$ cat src/rtl/mesi_isc_broad_snoop_cntl_pkg.sv
// Shared constants for the broadcast snoop controller: cbus commands,
// broadcast entry types and the controller state encoding.
package mesi_isc_pkg;

   localparam int CBUS_CMD_NOP      = 0;
   localparam int CBUS_CMD_WR_SNOOP = 1;
   localparam int CBUS_CMD_RD_SNOOP = 2;
   localparam int CBUS_CMD_EN_WR    = 3;
   localparam int CBUS_CMD_EN_RD    = 4;

   localparam int BROAD_TYPE_NOP    = 0;
   localparam int BROAD_TYPE_WR     = 1;
   localparam int BROAD_TYPE_RD     = 2;

   typedef enum logic [1:0] {
      IDLE,
      SNOOP,
      GRANT,
      POP
   } state_t;

endpackage

$ cat src/rtl/mesi_isc_broad_snoop_cntl_if.sv
// Broadcast FIFO head / cbus bundle between the snoop controller (master)
// and its FIFO + CPU environment (slave).
interface mesi_isc_broad_snoop_cntl_if #(
   parameter int CBUS_CMD_WIDTH   = 3,
   parameter int ADDR_WIDTH       = 32,
   parameter int BROAD_TYPE_WIDTH = 2,
   parameter int BROAD_ID_WIDTH   = 7
);

   logic                        broad_fifo_status_empty_i;
   logic [ADDR_WIDTH-1:0]       broad_addr_i;
   logic [BROAD_TYPE_WIDTH-1:0] broad_type_i;
   logic [1:0]                  broad_cpu_id_i;
   logic [BROAD_ID_WIDTH-1:0]   broad_id_i;
   logic [3:0]                  cbus_ack_array_i;
   logic                        broad_fifo_rd_o;
   logic [4*CBUS_CMD_WIDTH-1:0] cbus_cmd_array_o;
   logic [ADDR_WIDTH-1:0]       cbus_addr_o;
   logic [BROAD_ID_WIDTH-1:0]   cbus_id_o;
   logic                        busy_o;

   modport master (
      input  broad_fifo_status_empty_i, broad_addr_i, broad_type_i,
             broad_cpu_id_i, broad_id_i, cbus_ack_array_i,
      output broad_fifo_rd_o, cbus_cmd_array_o, cbus_addr_o, cbus_id_o, busy_o
   );

   modport slave (
      output broad_fifo_status_empty_i, broad_addr_i, broad_type_i,
             broad_cpu_id_i, broad_id_i, cbus_ack_array_i,
      input  broad_fifo_rd_o, cbus_cmd_array_o, cbus_addr_o, cbus_id_o, busy_o
   );

endinterface

$ cat src/rtl/mesi_isc_broad_snoop_cntl.sv
// Broadcast FIFO consumer: snoops the three non-originating CPUs, grants the
// originator once all have acked, then pops the entry. One broadcast in flight.
module mesi_isc_broad_snoop_cntl
   import mesi_isc_pkg::*;
#(
   parameter int CBUS_CMD_WIDTH   = 3,
   parameter int ADDR_WIDTH       = 32,
   parameter int BROAD_TYPE_WIDTH = 2,
   parameter int BROAD_ID_WIDTH   = 7
) (
   input  logic                        clk,
   input  logic                        rst,
   mesi_isc_broad_snoop_cntl_if.master bus
);

   localparam logic [CBUS_CMD_WIDTH-1:0]   C_NOP   = CBUS_CMD_WIDTH'(CBUS_CMD_NOP);
   localparam logic [CBUS_CMD_WIDTH-1:0]   C_WR_SN = CBUS_CMD_WIDTH'(CBUS_CMD_WR_SNOOP);
   localparam logic [CBUS_CMD_WIDTH-1:0]   C_RD_SN = CBUS_CMD_WIDTH'(CBUS_CMD_RD_SNOOP);
   localparam logic [CBUS_CMD_WIDTH-1:0]   C_EN_WR = CBUS_CMD_WIDTH'(CBUS_CMD_EN_WR);
   localparam logic [CBUS_CMD_WIDTH-1:0]   C_EN_RD = CBUS_CMD_WIDTH'(CBUS_CMD_EN_RD);
   localparam logic [BROAD_TYPE_WIDTH-1:0] T_WR    = BROAD_TYPE_WIDTH'(BROAD_TYPE_WR);
   localparam logic [BROAD_TYPE_WIDTH-1:0] T_RD    = BROAD_TYPE_WIDTH'(BROAD_TYPE_RD);

   state_t                      r_state;
   state_t                      w_state_nxt;
   logic [ADDR_WIDTH-1:0]       r_addr;
   logic [BROAD_TYPE_WIDTH-1:0] r_type;
   logic [1:0]                  r_cpu;
   logic [BROAD_ID_WIDTH-1:0]   r_id;
   logic [1:0]                  r_cool;
   logic                        r_rd;
   logic                        r_busy;
   logic [3:0]                  w_done;
   logic [3:0]                  w_orig_mask;
   logic                        w_head_bcast;
   logic                        w_head_drop;
   logic                        w_snoop_done;

   assign w_head_bcast = !bus.broad_fifo_status_empty_i &&
                         (bus.broad_type_i == T_WR || bus.broad_type_i == T_RD);
   // NOP/illegal entries are held off until 4 cycles after the previous pop
   assign w_head_drop  = !bus.broad_fifo_status_empty_i && !w_head_bcast && (r_cool == '0);
   assign w_orig_mask  = 4'b0001 << r_cpu;
   assign w_snoop_done = ((w_done | w_orig_mask) == 4'hF);

   always_comb begin
      w_state_nxt = r_state;
      case (r_state)
         IDLE:    if (w_head_bcast) w_state_nxt = SNOOP;
                  else if (w_head_drop) w_state_nxt = POP;
         SNOOP:   if (w_snoop_done) w_state_nxt = GRANT;
         GRANT:   if (bus.cbus_ack_array_i[r_cpu]) w_state_nxt = POP;
         POP:     w_state_nxt = IDLE;
         default: w_state_nxt = IDLE;
      endcase
   end

   always_ff @(posedge clk or posedge rst) begin
      if (rst) begin
         r_state <= IDLE;
         r_rd    <= 1'b0;
         r_busy  <= 1'b0;
         r_cool  <= '0;
      end else begin
         r_state <= w_state_nxt;
         r_rd    <= (w_state_nxt == POP);
         r_busy  <= (w_state_nxt != IDLE);
         if (r_state == POP)   r_cool <= 2'd2;
         else if (r_cool != '0) r_cool <= r_cool - 2'd1;
      end
   end

   always_ff @(posedge clk or posedge rst) begin
      if (rst) begin
         r_addr <= '0;
         r_type <= '0;
         r_cpu  <= '0;
         r_id   <= '0;
      end else if (r_state == IDLE && w_head_bcast) begin
         r_addr <= bus.broad_addr_i;
         r_type <= bus.broad_type_i;
         r_cpu  <= bus.broad_cpu_id_i;
         r_id   <= bus.broad_id_i;
      end
   end

   for (genvar n = 0; n < 4; n++) begin : g_slice
      logic [CBUS_CMD_WIDTH-1:0] r_cmd;
      logic                      r_done;

      always_ff @(posedge clk or posedge rst) begin
         if (rst) begin
            r_cmd  <= '0;
            r_done <= 1'b0;
         end else begin
            case (r_state)
               IDLE: begin
                  if (w_head_bcast)
                     r_cmd <= (bus.broad_cpu_id_i == 2'(n)) ? C_NOP :
                              (bus.broad_type_i == T_WR)     ? C_WR_SN : C_RD_SN;
               end
               SNOOP: begin
                  if (r_cmd != C_NOP && bus.cbus_ack_array_i[n]) begin
                     r_cmd  <= C_NOP;
                     r_done <= 1'b1;
                  end else if (w_snoop_done && r_cpu == 2'(n)) begin
                     r_cmd <= (r_type == T_WR) ? C_EN_WR : C_EN_RD;
                  end
               end
               GRANT: begin
                  if (r_cmd != C_NOP && bus.cbus_ack_array_i[n]) begin
                     r_cmd  <= C_NOP;
                     r_done <= 1'b1;
                  end
               end
               default: begin
                  r_cmd  <= C_NOP;
                  r_done <= 1'b0;
               end
            endcase
         end
      end

      assign w_done[n] = r_done;
      assign bus.cbus_cmd_array_o[n*CBUS_CMD_WIDTH +: CBUS_CMD_WIDTH] = r_cmd;
   end

   assign bus.broad_fifo_rd_o = r_rd;
   assign bus.busy_o          = r_busy;
   assign bus.cbus_addr_o     = r_addr;
   assign bus.cbus_id_o       = r_id;

endmodule

$ cat src/flat_wrapper.sv
// flat-port wrapper written by rule: the top's interface ports become plain ports
module mesi_isc_broad_snoop_cntl_flat import mesi_isc_pkg::*;
#(
   parameter int CBUS_CMD_WIDTH   = 3,
   parameter int ADDR_WIDTH       = 32,
   parameter int BROAD_TYPE_WIDTH = 2,
   parameter int BROAD_ID_WIDTH   = 7
)
  (clk, rst, bus_broad_fifo_status_empty_i, bus_broad_addr_i, bus_broad_type_i, bus_broad_cpu_id_i, bus_broad_id_i, bus_cbus_ack_array_i, bus_broad_fifo_rd_o, bus_cbus_cmd_array_o, bus_cbus_addr_o, bus_cbus_id_o, bus_busy_o);
  mesi_isc_broad_snoop_cntl_if #(.CBUS_CMD_WIDTH(CBUS_CMD_WIDTH), .ADDR_WIDTH(ADDR_WIDTH), .BROAD_TYPE_WIDTH(BROAD_TYPE_WIDTH), .BROAD_ID_WIDTH(BROAD_ID_WIDTH)) bus_i ();
  input  logic clk;
  input  logic rst;
  input wire logic [$bits(bus_i.broad_fifo_status_empty_i)-1:0] bus_broad_fifo_status_empty_i;
  input wire logic [$bits(bus_i.broad_addr_i)-1:0] bus_broad_addr_i;
  input wire logic [$bits(bus_i.broad_type_i)-1:0] bus_broad_type_i;
  input wire logic [$bits(bus_i.broad_cpu_id_i)-1:0] bus_broad_cpu_id_i;
  input wire logic [$bits(bus_i.broad_id_i)-1:0] bus_broad_id_i;
  input wire logic [$bits(bus_i.cbus_ack_array_i)-1:0] bus_cbus_ack_array_i;
  output wire logic [$bits(bus_i.broad_fifo_rd_o)-1:0] bus_broad_fifo_rd_o;
  output wire logic [$bits(bus_i.cbus_cmd_array_o)-1:0] bus_cbus_cmd_array_o;
  output wire logic [$bits(bus_i.cbus_addr_o)-1:0] bus_cbus_addr_o;
  output wire logic [$bits(bus_i.cbus_id_o)-1:0] bus_cbus_id_o;
  output wire logic [$bits(bus_i.busy_o)-1:0] bus_busy_o;
  assign bus_i.broad_fifo_status_empty_i = bus_broad_fifo_status_empty_i;
  assign bus_i.broad_addr_i = bus_broad_addr_i;
  assign bus_i.broad_type_i = bus_broad_type_i;
  assign bus_i.broad_cpu_id_i = bus_broad_cpu_id_i;
  assign bus_i.broad_id_i = bus_broad_id_i;
  assign bus_i.cbus_ack_array_i = bus_cbus_ack_array_i;
  assign bus_broad_fifo_rd_o = bus_i.broad_fifo_rd_o;
  assign bus_cbus_cmd_array_o = bus_i.cbus_cmd_array_o;
  assign bus_cbus_addr_o = bus_i.cbus_addr_o;
  assign bus_cbus_id_o = bus_i.cbus_id_o;
  assign bus_busy_o = bus_i.busy_o;
  mesi_isc_broad_snoop_cntl #(.CBUS_CMD_WIDTH(CBUS_CMD_WIDTH), .ADDR_WIDTH(ADDR_WIDTH), .BROAD_TYPE_WIDTH(BROAD_TYPE_WIDTH), .BROAD_ID_WIDTH(BROAD_ID_WIDTH)) u_core (.clk(clk), .rst(rst), .bus(bus_i));
endmodule
$ cat config.mk
export PLATFORM = sky130hd
export DESIGN_NAME = mesi_isc_broad_snoop_cntl_flat
export DESIGN_NICKNAME = d
export VERILOG_FILES = /design/src/rtl/mesi_isc_broad_snoop_cntl_pkg.sv /design/src/rtl/mesi_isc_broad_snoop_cntl_if.sv /design/src/rtl/mesi_isc_broad_snoop_cntl.sv /design/src/flat_wrapper.sv
export SDC_FILE = /design/constraint.sdc
export NUM_CORES = 1
export LEC_CHECK = 0
export ABC_CLOCK_PERIOD_IN_PS = 3400
export CORE_ASPECT_RATIO = 2
export CORE_MARGIN = 10
export CORE_UTILIZATION = 50
export CTS_BUF_LIST = sky130_fd_sc_hd__clkbuf_4 sky130_fd_sc_hd__clkbuf_8
export DETAILED_ROUTE_END_ITERATION = 7
export PLACE_DENSITY_LB_ADDON = 0.3
export SLEW_MARGIN = 25
export SYNTH_ARGS = -nofsm -noshare
export SYNTH_HDL_FRONTEND = slang
export SYNTH_SLANG_ARGS = --single-unit
$ cat constraint.sdc
create_clock -name clk -period 3.4 [get_ports clk]
set_input_delay 0.68 -clock clk [delete_from_list [all_inputs] [get_ports clk]]
set_output_delay 0.68 -clock clk [all_outputs]
set_load 0.005 [all_outputs]
==> summary.txt <==
Placement
  – IO Port Bufs: 102
  – Placed inst area: 4010 sq um
  – Pre-CTS WS: 0.824 ns
  – DP HPWL: 5930 microns
  – Final Wtd Congestion: 0.898

Timing
  – Max Slew Vio Count: 0
  – Worst slew pin tran: 0.738 ns
  – Worst Skew: 0.00748 ns
  – Fmax: 0.450 GHz
  – Crit share post-route: 65.4%
  – Setup tns final: 0 ns
  – Crit path time final: 2.22 ns
  – Final setup vio count: 0
  – Final Hold Vio Count: 0
  – Worst relative slew slack: 50.7%
  – RSZ-0062 raised after global routing: no
  – Final Worst Setup Slack: 1.18 ns

Finish
  – Layout area overhead: 44.2%
  – Design area: 4230 sq um
  – Share of layout cells above drive strength 1: 21.9%
  – Most frequent cells in the layout: clkdlybuf4s50_1 (102), dfrtp_1 (65), mux2_2 (45)
  – Antenna Cells: 0
  – Commonest non-fill, non-tap cell in the layout: clkdlybuf4s50_1
  – Final core utilization: 74.1%
  – Nets: 394

Global route
  – Gr ovfl total: 0
  – Initial antenna violation count: 0
  – First-pass GRT wire length: 12300 microns
  – Total GRT Usage: 16.7%
  – Vias in the first global route: 2529
  – Largest net degree at the start of global routing: 44

Logic synthesis
  – Synth unique cells: 41
  – EDFF count, synth: 0
  – Most used DFF post-synth: dfrtp_1
  – Synth top area share: 55.5%
  – Asr flop ratio synth: 100%
  – Syn nets: 287
  – Syn Area/Cell: 12.7 sq um
  – Mapped Cells: 231
  – Cell taking the most area after synthesis: dfrtp_1
  – Synth Cell Area: 2930 sq um
  – Post-synthesis register bit count: 65
  – Sequential area share after synthesis: 55.5%
  – Yosys warns: 0
  – Synth top area cells: dfrtp_1 (55%), mux2_2 (17%), ha_1 (2.6%), a2bb2oi_1 (1.8%), inv_1 (1.7%)

Power and ir drop
  – PD cells: 370 nW/um^2
  – P_leak: 0.00201 uW
  – Final Power: 1570 uW
  – Peak VDD IR: 444 uV

Drt
  – Drt first pass iters: 4
  – DRC viols: 0
  – Initial drt markers: 127
  – DRT Wirelength: 7730 microns
  – Vias post-DR: 2216
  – Routed WL per cell: 19.1 microns
  – Vias/cell: 5.49
  – Remaining antenna violation count after routing: 0

Clocking
  – Clock sink total: 65
  – CTS clk-pin slew, worst paths: 0.07 ns
  – Hold_buf cts: 0
  – CTS tree: done
  – Setup Fix Bufs, Post-CTS: 0
  – Clock latency on the worst-skew pair: 0.34 ns
  – Root Buffer: clkbuf_8
  – Clk buf depth: 2
  – CTS resizes: 0
  – CTS Buf Count: 9
  – H-tree levels: 3

Worst setup path
  – Delay-heaviest family, CP: buffers and inverters
  – CP Cell Sequence: clkdlybuf4s50_1, ha_1, nor2_1, and2_2, buf_12, mux2_2
  – R2r setup slk: 1.33 ns
  – WP buf/inv: 2
  – CP Capture Type: register
  – Critical R2R Launch: u_core.r_state[0]
  – CP max-delay cell: clkdlybuf4s50_1
  – Arrival time worst endpoint: 2.44 ns
  – Worst Reg-to-Reg Cells: 6
  – Crit path depth: 6
  – Critical path origin: bus_broad_type_i[0]
  – CP required: 3.62 ns
  – Kind of critical path: in2reg
  – Critical path launch point type: primary input
  – Crit-path max cell delay: 0.46 ns
  – Critical path peak fanout: 43
  – Reg2reg end: u_core.g_slice[1].r_cmd[1]

Floorplan
  – Die Span Y: 128 microns
  – Die area: 9510 sq um
  – Core Area: 5710 sq um
  – Core Rows: 39
  – Die Span X: 74.2 microns
  – I/O pin cnt: 103
  – Initial core utilization: 51.4%

Worst hold path
  – Hold Path Depth: 1
  – Worst Hold Launch: u_core.bus.cbus_addr_o[26]
  – Hold Path Sink: u_core.bus.cbus_addr_o[26]
  – Hold WC Path Type: reg2reg

Job
  – MaxCap Viol Count: 0

Outcome
  – Outcome: finished clean
-- kinds of logic after synthesis --
| group | count (synthesis) | synth area share [%] |
|---|---|---|
| buffers and inverters | 22 | 3.88 |
| muxes | 48 | 18.8 |
| DFF | 65 | 55.5 |
| and+or+nand+nor | 49 | 9.17 |
| adders and majority gates | 6 | 2.56 |
| AOI/OAI and AO/OA | 40 | 9.85 |
| xor gates and xnor gates | 1 | 0.299 |
-- how the worst max path moves through the flow --
stage	endpoint	slack, ns
final	u_core.bus.cbus_id_o[3]	1.18
after CTS	u_core.bus.cbus_id_o[3]	1.19
after global placement	u_core.bus.cbus_addr_o[17]	0.85
after floorplan	u_core.bus.broad_fifo_rd_o	1.09
after global routing	u_core.g_slice[1].r_cmd[2]	1.07
after detailed placement	u_core.bus.cbus_addr_o[3]	0.82
-- stage by stage --
stage / std cells / hold WS (ns)
after global placement: 388 / 0.488
after CTS: 404 / 0.510
after global routing: 404 / 0.521
after detailed placement: 388 / 0.495
after floorplan: 231 / 0.487
final: 404 / 0.508
-- per-layer routing --
metal	global-route usage (%)	vias up	routed length, microns
met3	8.22	23	752
met4	9.26	0	259
li1	-	1027	-
met2	28.7	80	4100
met5	0	-	0
met1	15.3	1086	2620
-- worst register-to-register path, delay by kind of cell, from the launching register on --
family / cells / cell delay, ns
AND/OR/NAND/NOR: 1 / 0.54
flip-flops: 1 / 0.46
AO/OA/AOI/OAI: 2 / 0.32
adder cells (fa/ha/maj): 1 / 0.27
buffers and inverters: 2 / 0.37
-- area by class of cell --
class | count | area (sq um)
tap | 61 | 76.3
sequential | 65 | 1630
clock buffer | 14 | 180
clock inverter | 2 | 35.0
fill | 397 | 1480
timing repair buffer | 105 | 1070
inverter | 13 | 48.8
multi-input combinational | 144 | 1190
-- flip-flops by register name, indices dropped and copies added, names as in the netlist --
signal,cells
u_core.bus.cbus_addr_o,32
u_core.r_state,2
u_core.g_slice.r_cmd,12
u_core.bus.cbus_id_o,7
u_core.bus.broad_fifo_rd_o,1
u_core.r_type,2
u_core.r_cpu,2
u_core.bus.busy_o,1
u_core.r_cool,2
u_core.g_slice.r_done,4
-- cell usage after synthesis, drive strengths merged (4+ instances only) --
cell type and count:
a21oi 9, nand3 7, o22a 4, a2bb2oi 6
buf 7, ha 6, o31ai 4, mux2 46
inv 13, dfrtp 65, o21ai 9, nand2 12
nor2 8, nand2b 8, nor2b 4
-- report_power, final --
part | total (uW) | internal (uW) | leakage, uW | switching, uW
Combinational | 87.3 | 55.6 | 0.000996 | 31.7
Clock | 706 | 415 | 0.000114 | 291
Sequential | 773 | 773 | 0.000898 | 0
Note: power is estimated with default switching activity, not from simulation.
